### src/rtl/canny_pkg.sv
// Shared definitions for the canny pipeline stages: direction codes and
// default picture geometry.
package canny_pkg;

   // Default geometry of the picture stream.
   localparam int PIC_WIDTH  = 250;
   localparam int PIC_HEIGHT = 250;
   localparam int WIDTH      = 8;

   // Quantised gradient direction codes produced by the sobel stage.
   localparam logic [1:0] DIR_H    = 2'd0;  // compare left / right
   localparam logic [1:0] DIR_D45  = 2'd1;  // compare up-right / down-left
   localparam logic [1:0] DIR_V    = 2'd2;  // compare up / down
   localparam logic [1:0] DIR_D135 = 2'd3;  // compare up-left / down-right

endpackage

### src/rtl/line_buf.sv
// Enable-gated shift register used as a line delay. The output is the entry
// pushed DEPTH enabled beats ago, so it is readable in the same beat that
// the matching pixel of the next line arrives. Contents are not reset.
module line_buf #(
   parameter int DEPTH = canny_pkg::PIC_WIDTH,
   parameter int W     = canny_pkg::WIDTH + 2
)(
   input  logic         clk,
   input  logic         i_en,
   input  logic [W-1:0] i_din,
   output logic [W-1:0] o_dout
);

   logic [W-1:0] r_mem [DEPTH];

   // Shift one position per enabled beat; newest entry at index 0.
   always_ff @(posedge clk) begin
      if (i_en) begin
         r_mem[0] <= i_din;
         for (int i = 1; i < DEPTH; i++) begin
            r_mem[i] <= r_mem[i-1];
         end
      end
   end

   assign o_dout = r_mem[DEPTH-1];

endmodule

### src/rtl/matrix_nms.sv
// Non-maximum suppression stage. Builds a 3x3 window of {mag, dir} pixels
// from two line delays and keeps the centre magnitude only when it is not
// smaller than both neighbours along its gradient direction.
// Handshake: din is consumed on every cycle valid_in is high (no backpressure);
// valid_out follows valid_in by exactly two cycles and qualifies dout, which
// holds its last value while valid_out is low.
module matrix_nms #(
   parameter int PIC_WIDTH  = canny_pkg::PIC_WIDTH,
   parameter int PIC_HEIGHT = canny_pkg::PIC_HEIGHT,
   parameter int WIDTH      = canny_pkg::WIDTH
)(
   input  logic             clk,
   input  logic             rst_n,
   input  logic             valid_in,
   input  logic [WIDTH+1:0] din,
   output logic             valid_out,
   output logic [WIDTH-1:0] dout
);

   import canny_pkg::*;

   localparam int CW = (PIC_WIDTH  > 1) ? $clog2(PIC_WIDTH)  : 1;
   localparam int RW = (PIC_HEIGHT > 1) ? $clog2(PIC_HEIGHT) : 1;

   logic [CW-1:0]    r_col_cnt;
   logic [RW-1:0]    r_row_cnt;
   logic [WIDTH+1:0] w_tap [3];
   logic [WIDTH+1:0] r_win [3][3];
   logic             r_border;
   logic             r_valid_d1;
   logic             r_valid_out;
   logic [WIDTH-1:0] r_dout;

   logic [WIDTH-1:0] w_mag_c;
   logic [WIDTH-1:0] w_n1;
   logic [WIDTH-1:0] w_n2;
   logic [WIDTH-1:0] w_nms;

   // Tap 0 is the incoming row r, taps 1/2 are rows r-1 and r-2.
   assign w_tap[0] = din;

   line_buf #(.DEPTH(PIC_WIDTH), .W(WIDTH+2)) u_buf1 (
      .clk    (clk),
      .i_en   (valid_in),
      .i_din  (w_tap[0]),
      .o_dout (w_tap[1])
   );

   line_buf #(.DEPTH(PIC_WIDTH), .W(WIDTH+2)) u_buf2 (
      .clk    (clk),
      .i_en   (valid_in),
      .i_din  (w_tap[1]),
      .o_dout (w_tap[2])
   );

   // Raster position of the pixel currently on din; holds through gaps.
   always_ff @(posedge clk or negedge rst_n) begin
      if (!rst_n) begin
         r_col_cnt <= '0;
         r_row_cnt <= '0;
      end else if (valid_in) begin
         if (r_col_cnt == CW'(PIC_WIDTH - 1)) begin
            r_col_cnt <= '0;
            if (r_row_cnt == RW'(PIC_HEIGHT - 1)) begin
               r_row_cnt <= '0;
            end else begin
               r_row_cnt <= r_row_cnt + 1'b1;
            end
         end else begin
            r_col_cnt <= r_col_cnt + 1'b1;
         end
      end
   end

   // 3x3 window shift plus border flag for the centre that this beat creates.
   // Column index 0 is the newest (rightmost) column, row index 2 the top row.
   always_ff @(posedge clk or negedge rst_n) begin
      if (!rst_n) begin
         for (int i = 0; i < 3; i++) begin
            for (int j = 0; j < 3; j++) begin
               r_win[i][j] <= '0;
            end
         end
         r_border <= 1'b0;
      end else if (valid_in) begin
         for (int i = 0; i < 3; i++) begin
            r_win[i][0] <= w_tap[i];
            r_win[i][1] <= r_win[i][0];
            r_win[i][2] <= r_win[i][1];
         end
         r_border <= (r_row_cnt <= RW'(1)) || (r_col_cnt <= CW'(1));
      end
   end

   // Select the two neighbours along the centre's direction and suppress.
   always_comb begin
      w_mag_c = r_win[1][1][WIDTH+1:2];
      w_n1    = '0;
      w_n2    = '0;
      case (r_win[1][1][1:0])
         DIR_H: begin
            w_n1 = r_win[1][2][WIDTH+1:2];
            w_n2 = r_win[1][0][WIDTH+1:2];
         end
         DIR_D45: begin
            w_n1 = r_win[2][0][WIDTH+1:2];
            w_n2 = r_win[0][2][WIDTH+1:2];
         end
         DIR_V: begin
            w_n1 = r_win[2][1][WIDTH+1:2];
            w_n2 = r_win[0][1][WIDTH+1:2];
         end
         default: begin
            w_n1 = r_win[2][2][WIDTH+1:2];
            w_n2 = r_win[0][0][WIDTH+1:2];
         end
      endcase
      w_nms = '0;
      if (!r_border && (w_mag_c >= w_n1) && (w_mag_c >= w_n2)) begin
         w_nms = w_mag_c;
      end
   end

   // Two-stage valid pipe; dout only updates when a result is produced.
   always_ff @(posedge clk or negedge rst_n) begin
      if (!rst_n) begin
         r_valid_d1  <= 1'b0;
         r_valid_out <= 1'b0;
         r_dout      <= '0;
      end else begin
         r_valid_d1  <= valid_in;
         r_valid_out <= r_valid_d1;
         if (r_valid_d1) begin
            r_dout <= w_nms;
         end
      end
   end

   assign valid_out = r_valid_out;
   assign dout      = r_dout;

endmodule

### config.mk
export PLATFORM = sky130hd
export DESIGN_NAME = matrix_nms
export DESIGN_NICKNAME = d
export VERILOG_FILES = /design/src/rtl/canny_pkg.sv /design/src/rtl/line_buf.sv /design/src/rtl/matrix_nms.sv
export SDC_FILE = /design/constraint.sdc
export NUM_CORES = 2
export LEC_CHECK = 0
export ABC_AREA = 0
export BUFFER_PORTS_ARGS = -buffer_cell sky130_fd_sc_hd__buf_2
export CAP_MARGIN = 30
export CELL_PAD_IN_SITES_DETAIL_PLACEMENT = 1
export CELL_PAD_IN_SITES_GLOBAL_PLACEMENT = 1
export CORE_MARGIN = 1
export CORE_UTILIZATION = 51
export CTS_CLUSTER_SIZE = 30
export DETAILED_ROUTE_END_ITERATION = 10
export PLACE_DENSITY_LB_ADDON = 0.08
export SETUP_SLACK_MARGIN = 0.2
export SLEW_MARGIN = 25
export SYNTH_ARGS = -nofsm -noshare
export SYNTH_HDL_FRONTEND = slang
export SYNTH_MEMORY_MAX_BITS = 65536
export SYNTH_SLANG_ARGS = --single-unit
### constraint.sdc
create_clock -name clk -period 2.5 [get_ports clk]
set_clock_uncertainty 0.05 [all_clocks]
set_input_delay 0.375 -clock clk [delete_from_list [all_inputs] [get_ports clk]]
set_output_delay 0.375 -clock clk [all_outputs]
set_load 0.05 [all_outputs]
==> flow_summary.ini <==
[outcome]
outcome = finished, final reports clean

[sta]
fin_crit_ps = 2493
worst_slew_pin_slew_ps = 555.3
setup_slack_ps = 7.092
rsz0062_at_grt = yes
relSlewSlack_pct = 62.98
fin_setup_tns_ps = 0
max_freq_mhz = 401.1
fin_hold_ws_ps = 128.2
maxSlewViolCount = 0
fin_crit_sh_pct = 99.72
finalSetupViolations = 0
finalHoldViolCount = 0

[logic_synthesis]
synth-simple-area-share_pct = 0.2019
synth_xor_area_share_pct = 0.006254
synth_area_per_cell_um2 = 28.75
yosysWarnings = 0
yosysSeqAreaShare_pct = 98.34
synth_area_um2 = 140000
synth_cell_types = 41
syn_nets = 4906
yosys.area_share.adder_pct = 0.1966
synth_edf_count = 4500
synth_flop_cell = edfxtp_1
async_flop_share_pct = 2.238
muxShareOfSynthArea_pct = 0.8756
synthCells = 4871
synth-compound-area-share_pct = 0.2386
ys_ff_latch = 4603
synth_top_family_by_area = multiplexers

[detailed_routing]
wl_met2_um = 73440
first_iter_violations = 3604
routed.top_layer = met4
routed_wl_um = 178500
via_count = 46730
dr.pass1.iters = 5
vias_per_cell = 4.923
met1_length_um = 93630
postRouteAntennaNets = 0
dr_wl_met3_um = 6651
wl_per_cell_um = 18.81
drc = 0

[grt]
grt_pass1_vias = 48020
antenna_found_initial = 4
grt_pass1_wl_um = 281700
overflow = 0
grt_max_degree = 103
track_usage_pct = 12.91

[cells_and_area]
fill_cells = 21349
regArea_um2 = 137700
drive_gt1_share_pct = 16.44
final_cells = 9492
fin_area_um2 = 161900
fin_util_pct = 59.24
area_growth_pct = 15.64
fin_nets = 5552
multi_input_area_um2 = 2287

[pwr]
seqPwrFrac_pct = 56.9
p_per_area_nw_per_um2 = 990.2
comb_power_share_pct = 1.9
switching_share_pct = 19.24
internal_power_mw = 129.5
peakVddDrop_mv = 0.6457
power_frac_clock_pct = 41.2
p_total_mw = 160.4
power.switching_mw = 30.86
leakage_nw = 54.76

[clocking]
clk_latency_ps = 920
clock_path_buffers = 4
cts_root_buf = clkbuf_16
cts_buffers = 446
cts.sinks = 4603
cts_tree = done
htree_levels = 5
clk_pin_slew_ps = 60

[setup_path]
crit_chain = buf_12 > mux4_2 > ha_4 > nand2b_4 > a2111oi_4 > buf_4 > o32a_4 > o32ai_2
crit_path_top_delay_cell = mux4_2
critPathRequiredTime_ps = 3270
start_kind = flop
crit_type = flop to flop
max_stage_delay_ps = 530
crit_path_max_fanout = 8
cp.arrival_ps = 3260
cp-end-kind = flop
startpoint = r_win[40]
rr_startpoint = r_win[40]

[die]
initial_core_util_pct = 51.22
die_w_um = 526.0
dieArea_um2 = 276700
num_rows = 192
dieHeight_um = 526.0
coreArea_um2 = 273400
ios = 22

[placement]
dpl.cell_count = 8640
io_buffers = 21
placed_cell_area_um2 = 146900
hpwl_um = 82100
gp_routability_congestion = 0.6801
dp_slack_ps = -143.6

[flow_run]
cap_violations = 0

[hold_path]
hp-class = input port to flop
min_from = din[0]
==> cell usage in the layout, fill, tap and decap left out, drive strengths merged, types with 4 or more instances in the layout <==
cell         netlist  routed
inv               29      39
or3                4       4
mux2              76      76
bufinv             0      54
o32ai              8       8
nor2               9       9
dfrtp            103     103
dlygate4sd3        0      13
o21ai             16      16
mux4              16      16
a31oi              4       4
and3               5       5
edfxtp          4500    4500
ha                22      22
a21oi             10      10
nand3              6       6
clkinv             0     209
clkinvlp           0      22
nand2             19      19
clkbuf             2     537
buf               15     202
==> power by group through the flow <==
stage / clock, mW / sequential, mW / combinational, mW
after floorplan: 0 / 92.1 / 0.734
after global placement: 0 / 92.6 / 2.86
after detailed placement: 0 / 92.7 / 2.97
after CTS: 68.6 / 91.3 / 3.08
after global routing: 71.0 / 91.7 / 3.38
final: 66.1 / 91.2 / 3.03
==> cell type report <==
cell class,count,area share [%]
sequential,4603,85.04
clock buffer,537,7.193
tap,3589,2.773
clock inverter,295,1.847
timing repair buffer,215,1.668
multi-input combinational,222,1.412
inverter,29,0.06722
antenna,2,0.003091
==> critical path, delay by kind of cell, from the launching register on <==
kind | cells | cell delay (ps)
buffers and inverters | 2 | 280
DFF | 1 | 420
muxes | 1 | 530
and+or+nand+nor | 1 | 110
adders and majority gates | 1 | 270
AOI/OAI and AO/OA | 3 | 710
==> synthesized netlist by cell type, types with 4 or more instances <==
library cell,number,share of area (%)
o32ai_1,8,0.050
a21oi_1,10,0.036
nand2_1,19,0.051
dfrtp_1,103,1.8
nor2_1,9,0.024
buf_2,10,0.036
ha_1,22,0.20
nand3_1,6,0.021
or3_1,4,0.018
and3_1,5,0.022
mux2_2,76,0.61
o21ai_0,16,0.057
mux4_2,16,0.26
inv_1,29,0.078
edfxtp_1,4500,96
a31oi_1,4,0.018
==> routing by layer <==
metal / vias up / track usage (%)
met5: - / 0
met4: 0 / 4.435
met3: 373 / 2.551
met2: 624 / 17.02
met1: 24507 / 21.43
li1: 21226 / -
==> flip-flops by register name, summed over array words and instances, names as in the netlist <==
name	cells
r_valid_d1	1
u_buf2.r_mem	2000
r_col_cnt	8
dout	8
u_buf1.r_mem	2500
r_border	1
r_win	76
valid_out	1
r_row_cnt	8
==> cells by family (layout without fill, tap and decap cells) <==
| kind of cell | count (synthesis) | count (layout) |
|---|---|---|
| DFF | 4603 | 4603 |
| muxes | 93 | 93 |
| and+or+nand+nor | 56 | 56 |
| AOI/OAI and AO/OA | 50 | 50 |
| buffers and inverters | 46 | 1076 |
| adders and majority gates | 22 | 22 |
| xor gates and xnor gates | 1 | 1 |
| other | 0 | 2 |
==> final timing paths <==
check / end / slack, ps / cells past startpoint
max reg2reg: dout[6] / 7 / 8
max: dout[6] / 7 / 8
max in group asynchronous: r_col_cnt[6] / 1620 / 4
min reg2reg: u_buf2.r_mem[169][4] / 340 / 0
min in group asynchronous: r_win[42] / 520 / 4
min: u_buf1.r_mem[0][0] / 130 / 2
==> timing repair <==
| action | CTS | global route |
|---|---|---|
| gates resized for setup | 19 | 10 |
| hold endpoints to repair | 131 | 0 |
| buffers inserted | 4 | 0 |
| pin swaps | 10 | 7 |
| setup endpoints to repair | 8 | 8 |
| hold buffers | 14 | 0 |
No activity file was read; power rests on OpenSTA's default activity.
